===== config.mk =====
export PLATFORM = sky130hd
export DESIGN_NAME = bias_cal_sequencer
export DESIGN_NICKNAME = d
export VERILOG_FILES = /design/src/rtl/bias_cal_pkg.sv /design/src/rtl/bias_cal_accum.sv /design/src/rtl/bias_cal_sequencer.sv
export SDC_FILE = /design/constraint.sdc
export NUM_CORES = 1
export LEC_CHECK = 0
export ABC_AREA = 1
export CAP_MARGIN = 10
export CORE_ASPECT_RATIO = 0.8
export CORE_MARGIN = 8
export CORE_UTILIZATION = 53
export CTS_CLUSTER_DIAMETER = 100
export DETAILED_ROUTE_END_ITERATION = 8
export GPL_TIMING_DRIVEN = 0
export PLACE_DENSITY = 0.78
export RECOVER_POWER = 25
export SETUP_SLACK_MARGIN = 0.15
export SLEW_MARGIN = 20
export SYNTH_ARGS = -nofsm -noshare
export SYNTH_HDL_FRONTEND = slang
export SYNTH_HIERARCHICAL = 1
export SYNTH_SLANG_ARGS = --single-unit

===== constraint.sdc =====
create_clock -name aclk -period 2 [get_ports aclk]
set_input_delay 0.2 -clock aclk [delete_from_list [all_inputs] [get_ports aclk]]
set_output_delay 0.2 -clock aclk [all_outputs]
set_load 0.05 [all_outputs]

===== src/rtl/bias_cal_pkg.sv =====
// Shared types for the bias calibration sequencer.
// Holds the FSM state encoding and the accumulator width helper.
package bias_cal_pkg;

    typedef enum logic [2:0] {
        IDLE,
        SETTLE,
        ACCUM,
        UPDATE,
        RUN
    } state_t;

    function automatic int acc_width(input int dw, input int sb);
        return dw + sb;
    endfunction

endpackage


===== src/rtl/bias_cal_accum.sv =====
// Sample counter and sign-extending accumulator for the bias sequencer.
// clear has priority over enable; add gates summation only.
module bias_cal_accum
    import bias_cal_pkg::*;
#(
    parameter int DataWidth  = 24,
    parameter int SampleBits = 12,
    parameter int CntWidth   = 13
) (
    input  logic                                              aclk,
    input  logic                                              aresetn,
    input  logic                                              clear,
    input  logic                                              enable,
    input  logic                                              add,
    input  logic [DataWidth-1:0]                              sample,
    output logic signed [acc_width(DataWidth, SampleBits)-1:0] sum,
    output logic [CntWidth-1:0]                               count
);

    localparam int AccW = acc_width(DataWidth, SampleBits);

    logic signed [AccW-1:0] ext;

    assign ext = {{SampleBits{sample[DataWidth-1]}}, sample};

    always_ff @(posedge aclk or negedge aresetn) begin
        if (!aresetn) begin
            sum   <= '0;
            count <= '0;
        end else if (clear) begin
            sum   <= '0;
            count <= '0;
        end else if (enable) begin
            count <= count + 1'b1;
            if (add) begin
                sum <= sum + ext;
            end
        end
    end

endmodule


===== src/rtl/bias_cal_sequencer.sv =====
// DC bias calibration sequencer with a one-entry corrected-sample output stage.
// Define BIAS_CAL_SAT_EN to saturate out_tdata instead of wrapping.
module bias_cal_sequencer
    import bias_cal_pkg::*;
#(
    parameter int DataWidth     = 24,
    parameter int SampleBits    = 12,
    parameter int SettleSamples = 16
) (
    input  logic                 aclk,
    input  logic                 aresetn,
    input  logic                 cal_start,
    output logic                 cal_busy,
    output logic                 cal_done,
    output logic [DataWidth-1:0] bias_out,
    input  logic                 in_tvalid,
    output logic                 in_tready,
    input  logic [DataWidth-1:0] in_tdata,
    output logic                 out_tvalid,
    input  logic                 out_tready,
    output logic [DataWidth-1:0] out_tdata
);

    localparam int AccW   = acc_width(DataWidth, SampleBits);
    localparam int NAcc   = 1 << SampleBits;
    localparam int MaxCnt = (SettleSamples > NAcc) ? SettleSamples : NAcc;
    localparam int CntW   = $clog2(MaxCnt + 1);

    localparam logic [CntW-1:0] SettleLast =
        CntW'((SettleSamples > 0) ? SettleSamples - 1 : 0);
    localparam logic [CntW-1:0] AccumLast = CntW'(NAcc - 1);

    state_t state, state_n;

    logic                   clear, enable, add, fwd;
    logic signed [AccW-1:0] sum;
    logic [CntW-1:0]        count;
    logic [DataWidth-1:0]   corr;

    bias_cal_accum #(
        .DataWidth  (DataWidth),
        .SampleBits (SampleBits),
        .CntWidth   (CntW)
    ) u_accum (
        .aclk    (aclk),
        .aresetn (aresetn),
        .clear   (clear),
        .enable  (enable),
        .add     (add),
        .sample  (in_tdata),
        .sum     (sum),
        .count   (count)
    );

    always_ff @(posedge aclk or negedge aresetn) begin
        if (!aresetn) begin
            state <= IDLE;
        end else begin
            state <= state_n;
        end
    end

    always_comb begin
        state_n   = state;
        in_tready = 1'b0;
        clear     = 1'b0;
        enable    = 1'b0;
        add       = 1'b0;
        fwd       = 1'b0;
        cal_done  = 1'b0;
        unique case (state)
            IDLE, RUN: begin
                in_tready = !out_tvalid || out_tready;
                fwd       = in_tvalid && in_tready;
                if (cal_start) begin
                    clear   = 1'b1;
                    state_n = (SettleSamples == 0) ? ACCUM : SETTLE;
                end
            end
            SETTLE: begin
                in_tready = 1'b1;
                if (in_tvalid) begin
                    if (count == SettleLast) begin
                        clear   = 1'b1;
                        state_n = ACCUM;
                    end else begin
                        enable = 1'b1;
                    end
                end
            end
            ACCUM: begin
                in_tready = 1'b1;
                if (in_tvalid) begin
                    enable = 1'b1;
                    add    = 1'b1;
                    if (count == AccumLast) begin
                        state_n = UPDATE;
                    end
                end
            end
            UPDATE: begin
                cal_done = 1'b1;
                state_n  = RUN;
            end
            default: state_n = IDLE;
        endcase
    end

    assign cal_busy = (state == SETTLE) || (state == ACCUM) ||
                      (state == UPDATE);

`ifdef BIAS_CAL_SAT_EN
    logic [DataWidth:0] diff;

    always_comb begin
        diff = {in_tdata[DataWidth-1], in_tdata} -
               {bias_out[DataWidth-1], bias_out};
        corr = diff[DataWidth-1:0];
        // Sign bits disagree only when the true difference left the range
        if (diff[DataWidth] != diff[DataWidth-1]) begin
            corr = diff[DataWidth] ? {1'b1, {(DataWidth-1){1'b0}}}
                                   : {1'b0, {(DataWidth-1){1'b1}}};
        end
    end
`else
    assign corr = in_tdata - bias_out;
`endif

    always_ff @(posedge aclk or negedge aresetn) begin
        if (!aresetn) begin
            out_tvalid <= 1'b0;
            out_tdata  <= '0;
            bias_out   <= '0;
        end else begin
            if (fwd) begin
                out_tvalid <= 1'b1;
                out_tdata  <= corr;
            end else if (out_tready) begin
                out_tvalid <= 1'b0;
            end
            if (state == UPDATE) begin
                bias_out <= DataWidth'(sum >>> SampleBits);
            end
        end
    end

endmodule


==> results.json <==
{
  "max_stage_delay_ns": 0.39,
  "diodes": 0,
  "max_freq_mhz": 467,
  "num_vias": 9624,
  "clkPwrFrac_pct": 14.5,
  "grt_pass1_wl_mm": 44.2,
  "arrival_ns": 2.39,
  "crit_path_top_delay_cell": "dfrtp_2",
  "setup.worst_path.start_class": "flop",
  "rrSetupSlack_ns": -0.14,
  "hold_viol_final": 0,
  "path_class": "reg -> reg",
  "syn2layout_area_growth_pct": 36.9,
  "numCtsBuffers": 9,
  "cts_tree": "built",
  "vias_per_cell": 5.75,
  "ir_drop_uv": 771,
  "worstMarginPinSlew_ns": 1.41,
  "p_sw_share_pct": 49.8,
  "grt.overflow.total": 0,
  "hold_depth": 4,
  "hpwl_mm": 20.0,
  "synth.distinct_cells": 47,
  "grt_pass1_vias": 8810,
  "reg2reg_to": "u_accum/count[12]",
  "use_met2_pct": 45.5,
  "drive_gt1_share_pct": 23.7,
  "seqPwrFrac_pct": 23.3,
  "crit_chain": "buf_4 > nand3_4 > nor2_4 > a31o_2 > buf_8 > nand2_4 > clkinv_4 > nand4_4 > nor2_4 > nand2_2 > nor2_2 > nand2_2 > nor2_2 > nand2_1 > nor2_1 > nor2_1",
  "cap_viol_max_count": 0,
  "syn_inst": 1303,
  "p_per_area_nw_per_um2": 1140,
  "syn_area_per_cell_um2": 6.43,
  "rows": 41,
  "ioPinCount": 81,
  "wl_mm": 31.5,
  "netlist_area_um2": 8380,
  "fp.dieW_um": 157,
  "antenna_found_initial": 0,
  "async_reset_ff_share_pct": 100,
  "violations": "negative setup slack",
  "grt-busiest-layer": "met2",
  "worstHoldStart": "out_tready",
  "grt_max_degree": 81,
  "use_met3_pct": 4.69,
  "startpoint": "state[1]",
  "switching_power_mw": 6.49,
  "rsz0062_at_grt": "yes",
  "final_nets": 1543,
  "path_clk_slew_ns": 0.08,
  "yosys_warnings": 6,
  "fin_worst_skew_ns": 0.0134,
  "synth_edf_count": 0,
  "path_max_fanout": 5,
  "cts_root_buf": "clkbuf_16",
  "gp_congestion": 1.00,
  "dp.cells": 1599,
  "wl_per_cell_um": 18.8,
  "ys_seq_area_share_pct": 30.2,
  "final_util_pct": 73.5,
  "detail-route-antenna-nets": 0,
  "grt_util_met1_pct": 35.5,
  "synth_ff_type": "dfrtp_1",
  "clockBufferDepth": 2,
  "gr-usage-all-layers_pct": 27.7,
  "r2r.worst_path.cells": 16,
  "die_y_um": 128,
  "holdCritPathClass": "in -> reg",
  "setup_viol": 28,
  "worstSkewPairLatency_ns": 0.37,
  "drt_iter0_markers": 1099,
  "timing.rr.start": "state[1]",
  "cp.required_ns": 2.25,
  "port-buffer-count": 80,
  "whs_ns": 0.451,
  "dr.pass1.iters": 8,
  "slew_headroom_pct": 6.18,
  "period_share_pct": 107,
  "maxSlewViolCount": 0,
  "hold_end": "out_tvalid",
  "p_int_mw": 6.55,
  "cts.sinks": 101,
  "initial_core_util_pct": 53.7,
  "status": "finished with violations",
  "drc": 0,
  "stdcell_count": 1673,
  "static-leakage-power_nw": 5.97,
  "htreeDepth": 3,
  "fin_ws_ns": -0.139,
  "synth_nets": 1393,
  "comb_power_share_pct": 62.1,
  "dieArea_um2": 20100,
  "layout_min_cycle_time_ns": 2.14,
  "core-area_um2": 15600,
  "cp-end-kind": "flop",
  "ys_ff_latch": 101
}
-- through the flow --
step | setup WS (ns) | cell area (um2) | total power [mW] | setup TNS, ns
6_report | -0.139 | 11500 | 13.0 | -1.71
5_1_grt | -0.210 | 11500 | 13.7 | -5.96
4_1_cts | -0.00179 | 10800 | 12.0 | -0.00179
3_5_place_dp | -0.776 | 9520 | 9.36 | -21.01
3_3_place_gp | -3.53 | 9490 | 9.23 | -340.84
2_1_floorplan | 0.0546 | 8420 | 7.46 | 0
-- what timing repair did --
item / in CTS / in global routing
endpoints found under the setup margin: 53 / 67
hold endpoints to repair: 21 / 0
hold buffers: 1 / 0
buffers inserted: 37 / 16
gates cloned: 3 / 1
pin swaps: 23 / 31
gates resized for setup: 169 / 126
-- cells in the final DEF, fill, tap and decap left out, types with 9 or more instances in the layout --
cell type	n
nand2_1	440
inv_1	201
dfrtp_1	78
nor2_1	71
nand3_1	59
clkdlybuf4s50_1	59
nand2_2	53
buf_4	46
a21oi_1	40
ha_4	35
o21ai_0	33
o21ai_1	30
nor2_2	25
a21oi_2	25
dfrtp_2	23
nand3_2	21
ha_1	17
inv_2	14
clkbuf_16	14
dlymetal6s2s_1	14
buf_6	12
nor3_1	12
nand4_1	10
nand3b_1	9
-- how the worst max path moves through the flow --
stage                         to  depth (start not counted)  slack, ns
2_1_floorplan  u_accum/count[12]                         17       0.05
3_3_place_gp        bias_out[12]                          1      -3.53
3_5_place_dp     u_accum/sum[25]                         11      -0.78
4_1_cts        u_accum/count[12]                         17     -0.002
5_1_grt        u_accum/count[12]                         17      -0.21
6_report       u_accum/count[12]                         16      -0.14
-- registers in the layout (all words and copies together), names as in the netlist --
register / count
out_tdata: 24
state: 3
out_tvalid: 1
u_accum/sum: 36
u_accum/count: 13
bias_out: 24
-- Yosys cell counts, types with 5 or more instances --
cell | instances | area share, %
o21ai_1 | 17 | 1.0
clkbuf_1 | 5 | 0.22
nor2_1 | 86 | 3.9
o21bai_1 | 6 | 0.54
o21ai_0 | 50 | 3.0
buf_6 | 5 | 0.67
a21oi_1 | 62 | 3.7
nor2_2 | 13 | 0.97
nand2_2 | 15 | 1.1
nand3b_1 | 9 | 0.81
xnor2_1 | 9 | 0.94
buf_2 | 5 | 0.30
nand3_1 | 77 | 4.6
nand3_2 | 7 | 0.84
inv_1 | 213 | 9.5
dfrtp_1 | 101 | 30
nand2_1 | 486 | 22
nor2_4 | 5 | 0.67
ha_1 | 59 | 8.8
nor3_1 | 16 | 0.96
nand4_1 | 10 | 0.75
-- area by class of cell --
cell class	instances	area [um2]
Buffer	17	223
Fill cell	1130	4130
Multi-Input combinational cell	965	5870
Timing Repair Buffer	139	1400
Sequential cell	101	2560
Inverter	220	842
Tap cell	215	269
Clock buffer	10	229
Clock inverter	6	77.6
-- power groups by stage --
stage | Sequential (mW) | Clock (mW) | Combinational, mW
floorplan | 4.20 | 0 | 3.26
global placement | 3.00 | 0 | 6.23
detailed placement | 3.02 | 0 | 6.34
CTS | 2.99 | 1.91 | 7.15
global route | 3.09 | 1.99 | 8.61
finish | 3.04 | 1.89 | 8.10
-- worst max-delay path: cells and delay by family, from the launching register on --
family	cells	cell delay, ns
flip-flops	1	0.39
AND/OR/NAND/NOR	12	1.14
AO/OA/AOI/OAI	1	0.14
buffers and inverters	3	0.34
-- per-layer routing --
layer,vias up,routed length (um)
met5,-,0
met4,0,1620
met3,177,3150
met2,645,14600
met1,4412,12100
li1,4390,-
-- kinds of logic (layout without fill, tap and decap cells) --
kind of cell | after synthesis | in the layout | share of synthesized area, %
fa+ha+maj | 61 | 61 | 9.29
simple gates | 737 | 737 | 37.9
flops | 101 | 101 | 30.2
buf+inv | 237 | 392 | 11.2
xor+xnor | 13 | 13 | 1.36
compound gates | 154 | 154 | 10.1
No activity file was read; power rests on OpenSTA's default activity.
==> RTL edit (same settings) <==
Build with the macro `BIAS_CAL_SAT_EN` defined.
--- a/src/rtl/bias_cal_sequencer.sv
+++ b/src/rtl/bias_cal_sequencer.sv
@@ -1,5 +1,7 @@
 // DC bias calibration sequencer with a one-entry corrected-sample output stage.
 // Define BIAS_CAL_SAT_EN to saturate out_tdata instead of wrapping.
+`define BIAS_CAL_SAT_EN
+
 module bias_cal_sequencer
     import bias_cal_pkg::*;
 #(
Behaviour: same outputs for any inputs over 10 cycles, from zero or initial values and one cycle with aresetn low; that may be too few to reach the edited logic, so the function may still have changed.
==> RTL edit against the unedited design <==
- the flow still finishes with violations (setup timing)
- sequential share of layout area fell by 1.6 points
- sequential cell count did not move
- routed wire length rose by 5.6%
- hold slack improved by 0.019 ns
- combinational power rose by 16%
- power rose by 9.7%
- area after synthesis rose by 1.1%
- final cell count rose by 2.9%
- design area rose by 7.8%
- clock skew fell by 0.0042 ns
- critical path depth fell by 2
- core utilization rose by 5.2 points
- worst setup slack got worse by 0.14 ns
==> RTL edit: results (changes against the unedited design) <==
[run_status]
status=finished with violations  ; unchanged
violations=setup timing  ; unchanged

[logic_synthesis]
synth_commonest_cells=nand2_1, inv_1, dfrtp_1  ; unchanged
yosys_warnings=6  ; unchanged
synth_top_area_share_pct=29.8  ; was 30.2%
synth.area.top_cells=dfrtp_1, nand2_1, inv_1  ; unchanged
synth_cell_types=43  ; was 47
synth_nets=1393  ; unchanged
seq_area_frac_synth_pct=29.8  ; was 30.2%

[cells_and_area]
drive_gt1_share_pct=33.2  ; was 23.7%
top_regs=u_accum/sum (36), bias_out (24), out_tdata (24)  ; unchanged
fin_nets=1592  ; was 1543

[clock_tree]
cts_buffer_depth=2  ; unchanged
clk_latency_ns=0.36
cts_root_buf=clkbuf_16  ; unchanged
h-tree-depth=3  ; unchanged
path_clk_slew_ns=0.08  ; about the same
numCtsBuffers=9  ; unchanged

[detailed_routing]
route.met3.wl_mm=2.78  ; was 3.15 mm
wl_per_cell_um=19.3  ; was 18.8 um
m1WireLength_mm=13.1  ; was 12.1 mm
route.met2.wl_mm=15.6  ; was 14.6 mm
viasPerCell=5.74  ; was 5.75
dr.pass1.iters=6  ; was 8
drt_iter0_markers=1144  ; was 1099
routed.top_layer=met4  ; unchanged

[grt]
grt_pass1_wl_mm=47.5  ; was 44.2 mm
grt_pass1_vias=9244  ; was 8810
grt_max_degree=78  ; was 81
grtUsageTotal_pct=30.0  ; was 27.7%

[critical_path]
crit_slowest_cell=dfrtp_2  ; unchanged
cp.arrival_ns=2.53  ; was 2.39 ns
critical-path-max-stage-delay_ns=0.41  ; was 0.39 ns
critPathMaxFanout=5  ; unchanged
cp_top_family=simple AND/OR/NAND/NOR gates  ; unchanged

[timing]
setup_total_negative_slack_ns=-12.39  ; was -1.71 ns
setup_viol=65  ; was 28
postLayoutSetupSlackWorst_ns=-0.280  ; was -0.139 ns
fin_worst_skew_ns=0.00918  ; was 0.0134 ns
relSlewSlack_pct=13.1  ; was 6.18%

[power_and_ir_drop]
leakage_nw=6.30  ; was 5.97 nW
vdd.ir_drop.worst_mv=0.776  ; was 0.771 mV

[place]
gp_congestion=0.959  ; was 1.00
port-buffer-count=80  ; unchanged
placed_area_mm2=0.00968  ; was 0.00952 mm^2
dp_hpwl_mm=21.2  ; was 20.0 mm

[min_path]
min_path_type=in2reg  ; unchanged

## RTL edit: changes by cell type in the layout (fill, tap and decap cells not counted), moves of 22 or more
cell and delta:
buf_4 +44, inv_1 -32, nand2_1 -95, nand2_2 +27
nand2_4 +25, or2_2 +22
## RTL edit: cells by family (layout without fill, tap and decap cells)
| logic type | Yosys count | after routing | share of synthesized area, % |
|---|---|---|---|
| compound gates | 195 | 195 | 13.3 |
| xor+xnor | 19 | 19 | 1.97 |
| fa+ha+maj | 62 | 62 | 9.34 |
| buf+inv | 226 | 430 | 10.5 |
| flops | 101 | 101 | 29.8 |
| simple gates | 699 | 699 | 35.0 |
## RTL edit: worst min-delay path, cell delays in order
cell	delay, ns
dlymetal6s2s_1	0.25
ha_4	0.22
o21ai_2	0.08
nand2_2	0.05
## RTL edit: path summary, 6_finish.rpt
| path | from | end | slack [ns] | cells past startpoint |
|---|---|---|---|---|
| hold / removal | in_tdata[12] | u_accum/sum[12] | 0.47 | 4 |
| min in group asynchronous | aresetn | u_accum/count[5] | 0.79 | 2 |
| hold reg to reg | u_accum/sum[9] | u_accum/sum[9] | 0.50 | 2 |
| max in group asynchronous | aresetn | bias_out[12] | 0.21 | 3 |
| setup / recovery | bias_out[17] | out_tdata[11] | -0.28 | 14 |
| setup reg to reg | bias_out[17] | out_tdata[11] | -0.28 | 14 |
## RTL edit: what timing repair did
action / CTS / global route
pin swaps: 50 / 83
hold endpoints to repair: 24 / 0
resized for setup: 240 / 211
setup buffers: 44 / 54
hold buffers: 1 / 0
setup endpoints to repair: 83 / 78
cloned: 7 / 1
## RTL edit: power by group
part | internal, W | switching [W] | total (W)
combinational | 0.00372 | 0.00570 | 0.00942
sequential | 0.00257 | 0.000435 | 0.00300
clock | 0.000985 | 0.000893 | 0.00188
total | 0.00727 | 0.00703 | 0.0143
## RTL edit: per-stage QoR
stage	hold WS, ns	std cells	setup slack, ns	total power, W	utilization, %
global placement	0.465	1597	-3.58	0.00945	61.5
detailed placement	0.0869	1598	-0.994	0.00956	61.6
CTS	0.265	1666	-0.177	0.0128	71.6
floorplan	-0.0956	1302	-0.218	0.00759	-
global route	0.476	1721	-0.382	0.0150	78.7
finish	0.470	1721	-0.280	0.0143	78.7
## RTL edit: routing by layer
layer | global-route usage [%] | vias up
li1 | - | 4540
met1 | 38.7 | 4630
met2 | 50.4 | 571
met3 | 4.16 | 145
met4 | 11.3 | 0
met5 | 0 | -
## RTL edit: final cells by class
| cell class | instances | area [um^2] |
|---|---|---|
| Buffer | 19 | 226 |
| Clock buffer | 10 | 229 |
| Clock inverter | 6 | 70.1 |
| Fill cell | 1049 | 3340 |
| Inverter | 207 | 798 |
| Multi-Input combinational cell | 975 | 6380 |
| Sequential cell | 101 | 2560 |
| Tap cell | 215 | 269 |
| Timing Repair Buffer | 188 | 1830 |
